**src/rtl/uart_rx_fifo.sv**
```systemverilog
// Receive-side FIFO between the UART receiver and register block: tagged byte/BREAK entries,
// show-ahead head, sticky overrun with saturating drop count. Optional level IRQ: UART_RX_FIFO_IRQ_EN.
module uart_rx_fifo #(
  parameter int DEPTH = 8,
  parameter int WIDTH = 8
) (
  input  logic                       g_clk,
  input  logic                       g_resetn,
  output logic                       g_clk_req,
  input  logic                       rx_valid,
  input  logic [WIDTH-1:0]           rx_data,
  input  logic                       rx_break,
  input  logic                       pop,
  output logic                       out_valid,
  output logic [WIDTH-1:0]           out_data,
  output logic                       out_break,
  output logic [$clog2(DEPTH):0]     level,
  output logic                       full,
  output logic                       overrun,
  output logic [7:0]                 ovr_count,
`ifdef UART_RX_FIFO_IRQ_EN
  input  logic [$clog2(DEPTH):0]     irq_thresh,
  output logic                       irq,
`endif
  input  logic                       clr_overrun
);

  localparam int AW = $clog2(DEPTH);
  localparam int PW = AW + 1;

  logic [WIDTH:0]  mem [DEPTH];
  logic [PW-1:0]   wr_ptr;
  logic [PW-1:0]   rd_ptr;
  logic [WIDTH:0]  head;
  logic [WIDTH:0]  entry;
  logic            push_req;
  logic            do_pop;
  logic            do_push;
  logic            drop;

  always_comb begin
    level     = wr_ptr - rd_ptr;
    out_valid = (level != '0);
    full      = (level == PW'(DEPTH));
    head      = mem[rd_ptr[AW-1:0]];
    out_data  = out_valid ? head[WIDTH-1:0] : '0;
    out_break = out_valid & head[WIDTH];
    push_req  = rx_valid | rx_break;
    do_pop    = pop & out_valid;
    // A simultaneous pop frees the slot, so a push at full is still accepted.
    do_push   = push_req & (~full | do_pop);
    drop      = push_req & full & ~do_pop;
    entry     = {rx_break, (rx_valid ? rx_data : {WIDTH{1'b0}})};
  end

  always_ff @(posedge g_clk) begin
    if (do_push) mem[wr_ptr[AW-1:0]] <= entry;
  end

  always_ff @(posedge g_clk) begin
    if (!g_resetn) begin
      wr_ptr    <= '0;
      rd_ptr    <= '0;
      overrun   <= 1'b0;
      ovr_count <= '0;
    end else begin
      if (do_push) wr_ptr <= wr_ptr + 1'b1;
      if (do_pop)  rd_ptr <= rd_ptr + 1'b1;
      // A drop in the same cycle as a clear wins and restarts the count at one.
      if (drop) begin
        overrun <= 1'b1;
        if (clr_overrun)            ovr_count <= 8'd1;
        else if (ovr_count != '1)   ovr_count <= ovr_count + 8'd1;
      end else if (clr_overrun) begin
        overrun   <= 1'b0;
        ovr_count <= '0;
      end
    end
  end

`ifdef UART_RX_FIFO_IRQ_EN
  always_ff @(posedge g_clk) begin
    if (!g_resetn) irq <= 1'b0;
    else           irq <= (irq_thresh != '0) && (level >= irq_thresh);
  end

  assign g_clk_req = out_valid | rx_valid | rx_break | clr_overrun | irq;
`else
  assign g_clk_req = out_valid | rx_valid | rx_break | clr_overrun;
`endif

endmodule

```
**config.mk**
```make
export PLATFORM = sky130hd
export DESIGN_NAME = uart_rx_fifo
export DESIGN_NICKNAME = d
export VERILOG_FILES = /design/src/rtl/uart_rx_fifo.sv
export SDC_FILE = /design/constraint.sdc
export NUM_CORES = 1
export LEC_CHECK = 0
export BUFFER_PORTS_ARGS = -buffer_cell sky130_fd_sc_hd__buf_4
export CAP_MARGIN = 20
export CORE_MARGIN = 3
export CORE_UTILIZATION = 45
export DETAILED_ROUTE_END_ITERATION = 10
export GPL_TIMING_DRIVEN = 0
export MAX_ROUTING_LAYER = met4
export PLACE_DENSITY = 0.59
export SLEW_MARGIN = 20
export SYNTH_ARGS = -nofsm -noshare
export SYNTH_HDL_FRONTEND = slang
export SYNTH_SLANG_ARGS = --single-unit
```
**constraint.sdc**
```tcl
create_clock -name g_clk -period 3.85 [get_ports g_clk]
set_input_delay 0.385 -clock g_clk [delete_from_list [all_inputs] [get_ports g_clk]]
set_output_delay 0.385 -clock g_clk [all_outputs]
set_load 0.05 [all_outputs]
```
After elaboration in Yosys (flattened, before gate mapping)
Memories as Yosys holds them, arrays and structs flattened. A register that Yosys moved wholly into a read port is not among the register bits.
Index checks and enable logic that the tools add are counted.

cells by class
  $add $sub $neg = 4
  eq/ne operators = 2
  mux-type cells = 12
  bitwise logic cells = 12
  reduce and logical (&&, ||, !) cells = 4

operators by type and width
  operator                                      count
  two-way mux 8 bit                             6
  adder 4 x 1 -> 4 bit (second input constant)  2
  adder 8 x 1 -> 8 bit (second input constant)  1
  != test 8 bit (second input constant)         1
  two-way mux 3 bit                             2
  AND 1 bit                                     5
  bitwise OR 1 bit                              5
  equality test 4 bit (second input constant)   1
  two-way mux 1 bit                             4
  nonzero test 2 bit                            2
  nonzero test 4 bit                            1
  subtractor 4 bit                              1
  inverter 1 bit                                2
  AND reduction 2 bit                           1

word-level totals
  bits in registers = 17
  memory bits (writable) = 72
  word-level logic and storage cells = 39
  memories = 1

memories
  name  words  bits a word  rd ports  clocked after memory_dff  wr ports  RTL line  text
  mem   8      9            1         1                         1         31        logic [WIDTH:0] mem [DEPTH];

Logic depth before layout (Yosys ltp)
Gate-level depths: netlist of run 1.

  depth after elaboration = 7
  depth in mapped cells = 10
  mapped depth without buffers = 9

Least setup slack after synthesis of run 1
OpenSTA, ideal clock, no wires.

  path kind = register -> register
  start = register wr_ptr[0]
  end = memory mem[2][0] (netlist bit), enable pin
  setup time = 0.403 ns
  arrival time = 3.455 ns
  slack = -0.008 ns
  cell stages (with the launch flop) = 10
  clock period less this slack = 3.858 ns
  cells stage by stage = dfxtp_1 > inv_1 > ha_1 > inv_1 > fa_1 > xor2_1 > nor4_1 > nand3_2 > o21ai_1 > nor4b_1

between the ends
  longest elaborated chain between the ends = 7
  elaborated cells on any way between the ends = 9
  those cells by class = add/sub (1); eq/ne (1); mux (2); bitwise (4); reduce/logical (1)

ends and longest elaborated chain
  element                                                    RTL line  text
  from (decl)                                                32        logic [PW-1:0] wr_ptr;
  from (signal assigned)                                     67        if (do_push) wr_ptr <= wr_ptr + 1'b1;
  subtractor 4 bit (*)                                       42        level = wr_ptr - rd_ptr;
  net level[2]                                               17        output logic [$clog2(DEPTH):0] level,
  nonzero test 4 bit or equality test 4 bit (tied branches)  43, 44
  AND 1 bit or inverter 1 bit (tied branches)                49, 51
  bitwise OR 1 bit (*)                                       51        do_push = push_req & (~full | do_pop);
  AND 1 bit (*)                                              51
  two-way mux 1 bit (*)                                      57        if (do_push) mem[wr_ptr[AW-1:0]] <= entry;
  two-way mux 1 bit (implied by the code) (*)                57
  to (decl)                                                  31

Mark *: on every way through the listed nets, which the timed path passes. The rest lies on a longest branch.

Worst setup path after layout of run 1
  start = register wr_ptr[0]
  end = output port out_data[2]

between the ends
  longest elaborated chain between the ends = 3

ends and longest elaborated chain
  element             RTL line  text
  subtractor 4 bit    42
  nonzero test 4 bit  43        out_valid = (level != '0);
  two-way mux 8 bit   46        out_data = out_valid ? head[WIDTH-1:0] : '0;
  to (decl)           15        output logic [WIDTH-1:0] out_data,

Every way passes these cells.

==> flow_summary.rst, run 1 <==
.. list-table::
   :header-rows: 1

   * - Metric
     - Value
   * - Unrepaired setup endpoints after global routing
     - no
   * - Number of H-tree levels
     - 3
   * - Longest Clk Path Bufs
     - 2
   * - Worst setup path category
     - reg2out
   * - Layout Cells excl Fill
     - 423
   * - Layout net count
     - 334
   * - Share of flip-flops with an asynchronous set or reset after synthesis
     - 0%
   * - Syn-to-layout area delta
     - 18.4%
   * - HPWL after DPL
     - 5480 µm
   * - Hold-fix buffers, CTS
     - 0
   * - Data required time of the worst path
     - 3460 ps
   * - Minimum clock period after layout
     - 3550 ps
   * - Startpoint type of the worst setup path
     - flip-flop
   * - Overall die height
     - 99.5 µm
   * - Worst R2R Start
     - wr_ptr[0]
   * - Class of the tightest hold or removal check
     - in2reg
   * - Drt first-iter violations
     - 93
   * - First-pass iteration count of the detailed router
     - 4
   * - Number of buffers created by CTS
     - 9
   * - Ordered cell list for the critical path
     - inv_1, ha_1, inv_1, fa_1, or3_4, a21oi_2, clkbuf_2, nor2_1, buf_4
   * - Total negative slack
     - 0 ps
   * - Post-Place Worst Slack
     - 249 ps
   * - Critical path endpoint category
     - primary output
   * - Startpoint of the most critical setup path
     - wr_ptr[0]
   * - Vias after detailed routing
     - 2306
   * - Number of unique standard cell types used by synthesis
     - 50
   * - Port Buffers
     - 37
   * - Worst hold slack
     - 294 ps
   * - Aggregate global-route resource usage
     - 17.8%
   * - Chip Width
     - 99.5 µm
   * - Final setup violation count
     - 0
   * - Final slew viol count
     - 0
   * - Leakage component of the power
     - 1.62 nW
   * - Commonest non-fill, non-tap cells in the layout
     - sky130_fd_sc_hd__edfxtp_1, sky130_fd_sc_hd__buf_4, sky130_fd_sc_hd__dfxtp_1, sky130_fd_sc_hd__mux4_2, sky130_fd_sc_hd__mux2i_1
   * - Warnings, synthesis
     - 0
   * - Max Fanout on Critical Path
     - 10
   * - Routed Antenna Nets
     - 0
   * - Count of final hold-check violations
     - 0
   * - Post-CTS Setup Inserts
     - 0
   * - Cell at the root of the clock tree
     - sky130_fd_sc_hd__clkbuf_8
   * - Worst slew pin tran
     - 804 ps
   * - Final critical-path share of the clock period
     - 92.3%
   * - Vias in the first global route
     - 2322
   * - Main flop type after synthesis
     - sky130_fd_sc_hd__edfxtp_1
   * - Clock transition at the register clock pins on the worst setup and hold paths after CTS
     - 80 ps
   * - Status
     - complete, no violations
   * - Post-layout total power
     - 3.77 mW
   * - Post-synthesis cell area
     - 0.00394 mm²
   * - Proportion of synthesized chip area in sequential cells
     - 65.1%
   * - Final routed wirelength across all metal layers
     - 8020 µm
   * - Worst hold path startpoint
     - rx_break
   * - Clock Sinks
     - 92
   * - Headroom to the max-slew limit
     - 46.1%
   * - Detailed-route vias per instance
     - 5.45
   * - Count of mapped cells out of synthesis
     - 257
   * - Number of synthesized flops with an enable pin
     - 72
   * - Crit path max-delay family
     - buffers and inverters
   * - CTS tree
     - built
   * - Average wire per cell in the routed design
     - 19.0 µm
   * - Most frequent CP cell
     - sky130_fd_sc_hd__inv_1
   * - Syn_area_per_cell
     - 15.3 µm²
   * - Cell with the biggest individual delay on the critical path
     - sky130_fd_sc_hd__dfxtp_1
   * - Area inside the core boundary
     - 0.00834 mm²
   * - Maximum number of pins on one net before global-route repair
     - 15
   * - Final clock skew
     - 8.32 ps
   * - Setup slack after layout
     - 296 ps
   * - Area of the die
     - 0.00991 mm²
   * - Final-layout fill cell count
     - 705
   * - Reported max-cap violation count
     - 0
   * - Ports placed on the boundary
     - 39
   * - Global-route wire length before repair
     - 12700 µm
   * - F_max
     - 281 MHz
   * - Number of buffers and inverters on the critical path
     - 4
   * - Gr ovfl total
     - 0
   * - Pwr Density
     - 808 mW/mm²
   * - Starting Density
     - 47.2%
   * - Share of post-route cells with drive strength above 1
     - 30.2%
   * - Global placer's final weighted congestion
     - 0.752
   * - Number of synthesized register bits
     - 92
   * - Post-detailed-route DRC marker count
     - 0
   * - Largest vdd supply drop
     - 0.833 mV
   * - Most frequent standard cell in the layout excluding fill and tap cells
     - sky130_fd_sc_hd__edfxtp_1
   * - Placed Cells incl. Taps
     - 407
   * - Number of antenna violations at the first check in global routing
     - 0
   * - Stage delay of the slowest cell on the critical path
     - 550 ps
   * - Total inserted antenna cells
     - 0
   * - Net count after synthesis
     - 278
   * - Data arrival time at the worst-slack endpoint
     - 3170 ps
   * - Worst skew pair latency
     - 350 ps
   * - Cell Rows
     - 33
-- layer usage --
metal	track usage (%)	vias to the layer above	wire, µm
li1	-	1115	-
met4	6.62	0	78
met1	24.2	1133	3630
met3	2.52	7	288
met5	-	-	0
met2	27.5	51	4020
-- area by class of cell --
cell class              instances  area (µm²)  area share [%]
flip-flops and latches         92        2560            55.0
multi-input cells             146        1360            29.2
repair buffers                 45         348            7.46
clock buffers                  11         131            2.82
well taps                     105         131            2.82
clock inverters                 5        52.6            1.13
plain buffers                  10        41.3           0.886
inverters                       9        33.8           0.725
-- synthesized netlist by cell type (all sizes together), types with 5 or more instances --
master	instances	share of area [%]
edfxtp	72	55
dfxtp	20	10
mux4	18	10
mux2i	16	4.1
nand2	15	1.4
nor2	15	1.4
and2	9	1.4
inv	9	0.86
clkbuf	6	0.57
ha	6	1.9
or3	6	1.1
a21oi	5	0.64
nand2b	5	0.79
o21ai	5	0.64
-- cell families (layout without fill, tap and decap cells) --
logic type      Yosys count  after routing  share of synthesized area [%]
mux                      34             34                           14.4
flops                    92             92                           65.1
simple gates             79             79                           11.6
fa+ha+maj                 7              7                           2.42
compound gates           24             24                           4.16
buf+inv                  19             80                           1.88
xor+xnor                  2              2                          0.445
-- stage by stage --
step / utilization [%] / instance area, µm²
after floorplan: - / 3940
after global placement: 52.2 / 4350
after detailed placement: 53.6 / 4470
after CTS: 55.8 / 4660
after global routing: 55.9 / 4660
final: 55.9 / 4660
-- repair_timing --
| action | CTS | global route |
|---|---|---|
| resized for setup | 1 | 1 |
| endpoints found under the setup margin | 10 | 10 |
| pin swaps | 0 | 0 |
| cloned | 0 | 0 |
-- power breakdown --
group	switching, mW	total, mW	internal, mW
clock	0.316	0.614	0.298
sequential	0.0717	1.30	1.23
combinational	1.23	1.85	0.624
total	1.62	3.77	2.15
-- registers in the layout (all words and copies together) (netlist names), named ones only --
signal	flops
ovr_count	8
wr_ptr	4
overrun	1
mem	72
rd_ptr	4
-- final timing paths --
path | to | slack [ps] | cells after the start
max | out_data[2] | 300 | 9
max reg2reg | mem[1][7] | 400 | 9
min reg2reg | wr_ptr[3] | 500 | 2
min | mem[0][8] | 290 | 1
Power figures use the tool's default switching activity.
==> inputs of run 2 (changes only) <==
GPL_TIMING_DRIVEN = default   (was 0)
==> run 2 against run 1 <==
Against the previous run:
- sequential share of layout area grew 0.39 points
- critical endpoint is now out_data[4]
- cell count shrank 1.4%
- fmax grew 11%
- largest cell class unchanged
- worst setup slack gained 360 ps
- combinational power shrank 3%
- sequential cell count is the same
- global-route usage shrank 0.47 points
- critical path type unchanged
- cell area shrank 0.70%
==> flow_summary.rst, run 2 (synthesis results as in run 1) <==
.. list-table::
   :header-rows: 1

   * - Metric
     - Value
   * - Final setup violation count
     - 0
   * - Most frequent standard cell in the layout excluding fill and tap cells
     - sky130_fd_sc_hd__edfxtp_1
   * - Total negative slack
     - 0 ps
   * - Routed Antenna Nets
     - 0
   * - HPWL after DPL
     - 5090 µm
   * - Share of post-route cells with drive strength above 1
     - 29.5%
   * - Reported max-cap violation count
     - 0
   * - Global-route wire length before repair
     - 12500 µm
   * - Global placer's final weighted congestion
     - 0.795
   * - Routed met2 length
     - 3820 µm
   * - Top layer used by detailed routing
     - met4
   * - Setup slack after layout
     - 654 ps
   * - Post-layout total power
     - 3.81 mW
   * - Aggregate global-route resource usage
     - 17.4%
   * - Post-detailed-route DRC marker count
     - 0
   * - Cell at the root of the clock tree
     - sky130_fd_sc_hd__clkbuf_8
   * - Ports placed on the boundary
     - 39
   * - Clock transition at the register clock pins on the worst setup and hold paths after CTS
     - 80 ps
   * - Overall die height
     - 99.5 µm
   * - Cell Rows
     - 33
   * - Number of buffers created by CTS
     - 9
   * - Data required time of the worst path
     - 3460 ps
   * - Leakage component of the power
     - 1.62 nW
   * - Placed Cells incl. Taps
     - 401
   * - CTS tree
     - built
   * - Flip-flop count of the largest register, all copies and words added
     - 72
   * - Post-CTS Setup Inserts
     - 0
   * - Final routed wirelength across all metal layers
     - 7740 µm
   * - Pwr Density
     - 822 mW/mm²
   * - Final critical-path share of the clock period
     - 83.0%
   * - Total inserted antenna cells
     - 0
   * - Critical path endpoint category
     - primary output
   * - Clock Sinks
     - 92
   * - Ordered cell list for the critical path
     - inv_1, ha_1, inv_1, fa_1, or3_4, a21oi_1, buf_4, nor2_1, buf_4
   * - Worst setup path category
     - reg2out
   * - Largest vdd supply drop
     - 0.774 mV
   * - Max Fanout on Critical Path
     - 12
   * - Final slew viol count
     - 0
   * - Placed Area
     - 0.00441 mm²
   * - Port Buffers
     - 38
   * - Gr ovfl total
     - 0
   * - Status
     - complete, no violations
   * - Number of buffers and inverters on the critical path
     - 4
   * - Chip Width
     - 99.5 µm
   * - F_max
     - 313 MHz
   * - Minimum clock period after layout
     - 3200 ps
   * - First-pass iteration count of the detailed router
     - 4
   * - Crit path max-delay family
     - adder cells
   * - Worst skew pair latency
     - 340 ps
   * - Headroom to the max-slew limit
     - 39.1%
   * - Starting Density
     - 47.2%
   * - Final clock skew
     - 9.64 ps
   * - M1 WL
     - 3550 µm
   * - Area of the die
     - 0.00991 mm²
   * - Average wire per cell in the routed design
     - 18.6 µm
   * - Fin area
     - 0.00463 mm²
   * - Hold-fix buffers, CTS
     - 0
   * - Unrepaired setup endpoints after global routing
     - no
   * - Worst slew pin tran
     - 912 ps
   * - Stage delay of the slowest cell on the critical path
     - 490 ps
   * - Startpoint type of the worst setup path
     - flip-flop
   * - Area inside the core boundary
     - 0.00834 mm²
   * - Detailed-route vias per instance
     - 5.43
   * - Met3 routed WL
     - 291 µm
   * - Commonest non-fill, non-tap cells in the layout
     - sky130_fd_sc_hd__edfxtp_1, sky130_fd_sc_hd__buf_4, sky130_fd_sc_hd__dfxtp_1, sky130_fd_sc_hd__mux4_2, sky130_fd_sc_hd__mux2i_1
   * - Number of antenna violations at the first check in global routing
     - 0
   * - Cell with the biggest individual delay on the critical path
     - sky130_fd_sc_hd__dfxtp_1
   * - Longest Clk Path Bufs
     - 2
   * - Layout net count
     - 328
   * - Class of the tightest hold or removal check
     - in2reg
   * - Vias after detailed routing
     - 2264
   * - Maximum number of pins on one net before global-route repair
     - 19
   * - Count of final hold-check violations
     - 0
   * - Post-Place Worst Slack
     - 671 ps
   * - Drt first-iter violations
     - 93
   * - Data arrival time at the worst-slack endpoint
     - 2810 ps
   * - Layout Cells excl Fill
     - 417
   * - Total of cells resized after clock tree synthesis
     - 0
   * - Vias in the first global route
     - 2302
   * - Syn-to-layout area delta
     - 17.6%
   * - Number of H-tree levels
     - 3
## run 2: cell types whose count changed in the layout (fill, tap and decap cells not counted), sizes merged
cell and delta:
clkinvlp -1, clkinv +1, inv +1, clkbuf -8
bufinv +1
## run 2: worst paths after layout
| kind | cells after the start | slack (ps) | endpoint | startpoint |
|---|---|---|---|---|
| setup / recovery | 9 | 650 | out_data[4] | wr_ptr[0] |
| hold / removal | 1 | 300 | mem[4][8] | rx_break |
| setup reg to reg | 9 | 720 | mem[2][2] | wr_ptr[0] |
| hold reg to reg | 2 | 490 | wr_ptr[3] | wr_ptr[3] |
## run 2: layout make-up
class                      instances  area (µm²)
fill                             714        3710
sequential                        92        2560
multi-input combinational        146        1320
timing repair buffer              49         368
tap                              105         131
clock buffer                       9         124
clock inverter                     7        90.1
inverter                           9        33.8
## run 2: metrics by stage
stage / hold slack (ps) / utilization, %
5_1_grt: 291 / 55.5
2_1_floorplan: 456 / -
3_3_place_gp: 469 / 52.9
3_5_place_dp: 477 / 52.9
6_report: 302 / 55.5
4_1_cts: 285 / 55.5
## run 2: worst register-to-register path, delay by kind of cell (launching register included)
kind / cells / cell delay, ps
and+or+nand+nor: 3 / 870
adders and majority gates: 2 / 680
buffers and inverters: 3 / 430
AOI/OAI and AO/OA: 1 / 410
DFF: 1 / 490
## run 2: per-layer routing
layer | GRT usage, % | vias to the layer above
met5 | - | -
met4 | 5.15 | 0
met3 | 3.44 | 5
met2 | 26.7 | 45
met1 | 23.6 | 1114
li1 | - | 1100
## run 2: report_power, final
part	switching, mW	internal [mW]	total [mW]
logic	1.16	0.634	1.80
registers	0.0995	1.23	1.32
clock network	0.320	0.364	0.684
